<file path="src/rtl/fcn_pkg.sv">
// Shared types for the FCN datapath: operand word, default width and feeder FSM states.
package fcn_pkg;

  localparam int unsigned DW_DEFAULT = 32;

  typedef logic signed [DW_DEFAULT-1:0] word_t;

  typedef enum logic [2:0] {
    IDLE,
    CLEAR,
    STREAM,
    FLUSH,
    DONE
  } feeder_state_t;

endpackage

</file>
<file path="src/rtl/skew_delay_line.sv">
// DEPTH-stage register chain with async active-high clear; DEPTH=0 collapses to a wire.
module skew_delay_line #(
  parameter int unsigned DEPTH = 1,
  parameter int unsigned DW    = 32
) (
  input  logic                 clk,
  input  logic                 rst,
  input  logic signed [DW-1:0] i_d,
  output logic signed [DW-1:0] o_q
);

  generate
    if (DEPTH == 0) begin : g_wire
      logic w_unused;
      assign w_unused = clk ^ rst;
      assign o_q      = i_d;
    end else begin : g_pipe
      logic signed [DW-1:0] r_pipe [DEPTH];

      always_ff @(posedge clk or posedge rst) begin
        if (rst) begin
          for (int k = 0; k < DEPTH; k++) r_pipe[k] <= '0;
        end else begin
          r_pipe[0] <= i_d;
          for (int k = 1; k < DEPTH; k++) r_pipe[k] <= r_pipe[k-1];
        end
      end

      assign o_q = r_pipe[DEPTH-1];
    end
  endgenerate

endmodule

</file>
<file path="src/rtl/systolic_feeder.sv">
// Feeds skewed operand lanes into the systolic array: clear pulse, streaming with
// zero bubbles on stalls, SIZE-1 cycle flush, then a one-cycle done.
module systolic_feeder
  import fcn_pkg::*;
#(
  parameter int unsigned SIZE = 2,
  parameter int unsigned DW   = DW_DEFAULT
) (
  input  logic                 clk,
  input  logic                 rst,
  input  logic                 start,
  input  logic                 in_valid,
  output logic                 in_ready,
  input  logic signed [DW-1:0] in_act,
  input  logic signed [DW-1:0] in_net [SIZE],
  input  logic                 in_last,
  output logic                 arr_clr,
  output logic signed [DW-1:0] input_weight,
  output logic signed [DW-1:0] net_weight [SIZE],
  output logic                 busy,
  output logic                 done
);

  localparam int unsigned CW         = (SIZE > 2) ? $clog2(SIZE - 1) : 1;
  localparam int unsigned FLUSH_LAST = (SIZE > 1) ? (SIZE - 2) : 0;

  feeder_state_t        r_state;
  feeder_state_t        w_state_nxt;
  logic [CW-1:0]        r_flush_cnt;
  logic [CW-1:0]        w_flush_cnt_nxt;
  logic                 w_accept;
  logic                 w_in_ready_nxt;
  logic                 w_arr_clr_nxt;
  logic                 w_busy_nxt;
  logic                 w_done_nxt;
  logic                 r_in_ready;
  logic                 r_arr_clr;
  logic                 r_busy;
  logic                 r_done;
  logic signed [DW-1:0] r_act;
  logic signed [DW-1:0] r_stage0 [SIZE];

  assign w_accept = (r_state == STREAM) && in_valid;

  always_ff @(posedge clk or posedge rst) begin
    if (rst) begin
      r_state     <= IDLE;
      r_flush_cnt <= '0;
    end else begin
      r_state     <= w_state_nxt;
      r_flush_cnt <= w_flush_cnt_nxt;
    end
  end

  always_comb begin
    w_state_nxt     = r_state;
    w_flush_cnt_nxt = '0;
    case (r_state)
      IDLE:   if (start) w_state_nxt = CLEAR;
      CLEAR:  w_state_nxt = STREAM;
      STREAM: begin
        if (w_accept && in_last) w_state_nxt = (SIZE == 1) ? DONE : FLUSH;
      end
      FLUSH: begin
        if (r_flush_cnt == CW'(FLUSH_LAST)) w_state_nxt = DONE;
        else                                 w_flush_cnt_nxt = r_flush_cnt + CW'(1);
      end
      DONE:   w_state_nxt = IDLE;
      default: w_state_nxt = IDLE;
    endcase
  end

  // Outputs decoded from the next state so the registered copies line up with r_state.
  always_comb begin
    w_in_ready_nxt = (w_state_nxt == STREAM);
    w_arr_clr_nxt  = (w_state_nxt == CLEAR);
    w_busy_nxt     = (w_state_nxt != IDLE);
    w_done_nxt     = (w_state_nxt == DONE);
  end

  always_ff @(posedge clk or posedge rst) begin
    if (rst) begin
      r_in_ready <= 1'b0;
      r_arr_clr  <= 1'b0;
      r_busy     <= 1'b0;
      r_done     <= 1'b0;
    end else begin
      r_in_ready <= w_in_ready_nxt;
      r_arr_clr  <= w_arr_clr_nxt;
      r_busy     <= w_busy_nxt;
      r_done     <= w_done_nxt;
    end
  end

  // Stage 0 takes the accepted vector, otherwise a zero bubble.
  always_ff @(posedge clk or posedge rst) begin
    if (rst) begin
      r_act <= '0;
      for (int i = 0; i < SIZE; i++) r_stage0[i] <= '0;
    end else begin
      r_act <= w_accept ? in_act : '0;
      for (int i = 0; i < SIZE; i++) r_stage0[i] <= w_accept ? in_net[i] : '0;
    end
  end

  genvar g;
  generate
    for (g = 0; g < SIZE; g++) begin : g_lane
      skew_delay_line #(
        .DEPTH(g),
        .DW   (DW)
      ) u_skew (
        .clk(clk),
        .rst(rst),
        .i_d(r_stage0[g]),
        .o_q(net_weight[g])
      );
    end
  endgenerate

  assign in_ready     = r_in_ready;
  assign arr_clr      = r_arr_clr;
  assign busy         = r_busy;
  assign done         = r_done;
  assign input_weight = r_act;

endmodule
</file>
<file path="config.mk">
export PLATFORM = sky130hd
export DESIGN_NAME = systolic_feeder
export DESIGN_NICKNAME = d
export VERILOG_FILES = /design/src/rtl/fcn_pkg.sv /design/src/rtl/skew_delay_line.sv /design/src/rtl/systolic_feeder.sv
export SDC_FILE = /design/constraint.sdc
export NUM_CORES = 1
export LEC_CHECK = 0
export ABC_AREA = 0
export BUFFER_PORTS_ARGS = -buffer_cell sky130_fd_sc_hd__buf_4
export CORE_MARGIN = 5
export CORE_UTILIZATION = 40
export DETAILED_ROUTE_END_ITERATION = 10
export GPL_TIMING_DRIVEN = 0
export PLACE_DENSITY = 0.86
export SYNTH_ARGS = -nofsm -noshare
export SYNTH_HDL_FRONTEND = slang
export SYNTH_SLANG_ARGS = --single-unit
</file>
<file path="constraint.sdc">
create_clock -name clk -period 4.41 [get_ports clk]
set_clock_uncertainty 0.05 [all_clocks]
set_input_delay 0.882 -clock clk [delete_from_list [all_inputs] [get_ports clk]]
set_output_delay 0.882 -clock clk [all_outputs]
set_load 0.05 [all_outputs]
</file>
==> results.yml <==
outcome:
  status: "complete, no violations"
clock_network:
  cts.sinks: 135
  cts_tree: "built"
  cts_buffer_depth: 2
  post_cts_buffers: 0
  clkLatencyLatePin_ns: 0.50
  clock-root-buffer: "clkbuf_8"
  clk_pin_slew_ns: 0.06
  hold_buffers: 0
  cts_made_buffers: 17
  htree_num_levels: 4
  post_cts_resized: 0
synth:
  synthFlopType: "dfrtp_1"
  synth_edf_count: 0
  synth_area_leaders: "dfrtp_1 (81%), and2_1 (14%), buf_6 (1.4%), clkbuf_1 (0.54%), nor3b_4 (0.45%)"
  yosysTopAreaCell: "dfrtp_1"
  ys_seq_area_share_pct: 81.2
  yosysWarnings: 0
  synth_xor_area_share_pct: 0
  synthMuxAreaShare_pct: 0
  synth.top_cell.area_share_pct: 81.2
  synthesis.nets: 359
  synth.distinct_cells: 16
  synthSimpleGateAreaFrac_pct: 16.3
  synth_compound_area_share_pct: 0.571
  syn_area_per_cell_um2: 16.1
  syn-instance-count: 258
  synth_top_family_by_area: "simple AND/OR/NAND/NOR gates"
  syn_area_um2: 4160
  synth-adder-area-share_pct: 0
  synth_async_sr_flop_share_pct: 100
  postSynthRegisterBits: 135
setup_path:
  crit_family: "flip-flops"
  crit_fanout: 1
  cp-end-kind: "output port"
  crit_buf_inv: 1
  start_kind: "flop"
  critPathArrivalTime_ns: 1.08
  cp.required_ns: 3.48
  critical_path_class: "flop to output port"
  cp_slowest_cell: "dfrtp_1"
  r2r_start: "r_state[2]"
  startpoint: "r_stage0[36]"
  path_cells: "buf_4"
  max_stage_delay_ns: 0.38
place:
  gp_congestion: 0.755
  dp_cells: 597
  io_buffer_count: 200
  post-dp-hpwl_um: 7520
die:
  dieArea_um2: 12500
  num_io_pins: 201
  placeableCoreArea_um2: 10200
  initial_core_util_pct: 40.7
  die_h_um: 112
  fp-row-count: 37
  die_x_um: 112
route:
  drtIter0Drc: 83
  route.detailed.drc: 0
  drtAntennaViolNets: 0
  finalWirelength_um: 9760
  vias: 2660
  wl_per_cell_um: 15.5
  dr.pass1.iters: 3
  via_per_inst: 4.23
timing:
  setup_viol: 0
  relSlewSlack_pct: 64.7
  fmax_mhz: 498
  post-route-period-util_pct: 45.6
  final-hold-violation-count: 0
  hold-worst-slack_ns: 0.292
  final_max_slew_viol_count: 0
  worst_pin_slew_ns: 0.528
  finalSetupTns_ns: 0
  rsz0062_at_grt: "false"
  min_period_ns: 2.01
layout:
  multiInputGateArea_um2: 702
  fin_cells: 629
  seq_area_um2: 3380
  diodes: 0
  syn2layout_area_growth_pct: 55.4
  num-fill-cells: 755
  mostFrequentLayoutCells: "buf_4 (200), dfrtp_1 (135), and2_1 (96)"
  drive_above_1_share_pct: 49.3
  fin_util_pct: 63.2
  layout_commonest_cell: "buf_4"
  nNetsFinal: 581
global_route:
  antenna_found_initial: 0
  grt_overflow_total: 0
  grt_usage_pct: 16.7
  grt_max_degree: 47
  grt_pass1_wl_um: 16000
  grt_pass1_vias: 3036
pwr:
  power_mw: 3.94
  p_per_area_nw_per_um2: 610
  ir_drop_v: 0.000278
  p_leak_nw: 3.52
min_path:
  worstHoldStart: "r_stage0[8]"
  min_path_type: "flop to flop"
run:
  max-cap-violations: 0
==> report_power, final <==
group	leakage [nW]	total, mW	internal, mW	switching, mW
combinational	1.40	1.11	0.364	0.748
sequential	1.85	1.50	1.43	0.0702
clock	0.275	1.33	0.770	0.558
total	3.52	3.94	2.57	1.38
==> synth_stat cells (2+ instances only) <==
cell type,n
a21oi_1,2
nor3_1,2
buf_6,5
dfrtp_1,135
nor2_1,3
clkbuf_1,6
and2_1,96
==> logic make-up (layout without fill, tap and decap cells) <==
family | after synthesis | after routing
DFF | 135 | 135
and+or+nand+nor | 107 | 107
AOI/OAI and AO/OA | 4 | 4
buffers and inverters | 12 | 247
==> registers in the layout, indices dropped and copies added (netlist names) <==
register,flops
arr_clr,1
busy,1
done,1
g_lane.u_skew.o_q,32
in_ready,1
input_weight,32
r_stage0,64
r_state,3
==> routing by layer <==
layer	routed length [µm]	track usage (%)
met1	3470	18.7
met2	5260	28.3
met3	854	6.79
met4	178	6.89
met5	0	0
==> stage by stage <==
stage	setup WS (ns)	instance area, µm²
2_1_floorplan	1.80	4170
3_5_place_dp	2.27	5900
3_3_place_gp	1.16	5840
6_report	2.40	6470
5_1_grt	2.34	6470
4_1_cts	2.37	6470
==> final timing paths <==
kind	to	slack (ns)	cells after the start
min in group asynchronous	r_stage0[39]	0.38	2
hold reg to reg	g_lane[1].u_skew.o_q[8]	0.29	0
max in group asynchronous	input_weight[15]	3.15	4
setup / recovery	net_weight[36]	2.40	1
setup reg to reg	input_weight[22]	2.70	4
hold / removal	g_lane[1].u_skew.o_q[8]	0.29	0
==> cell type report <==
type	count	area share (%)
sequential	135	52.2
tap	136	2.63
buffer	11	1.22
multi-input combinational	111	10.9
clock buffer	17	6.40
clock inverter	15	2.40
inverter	1	0.116
timing repair buffer	203	24.1
Note: power is estimated with default switching activity, not from simulation.
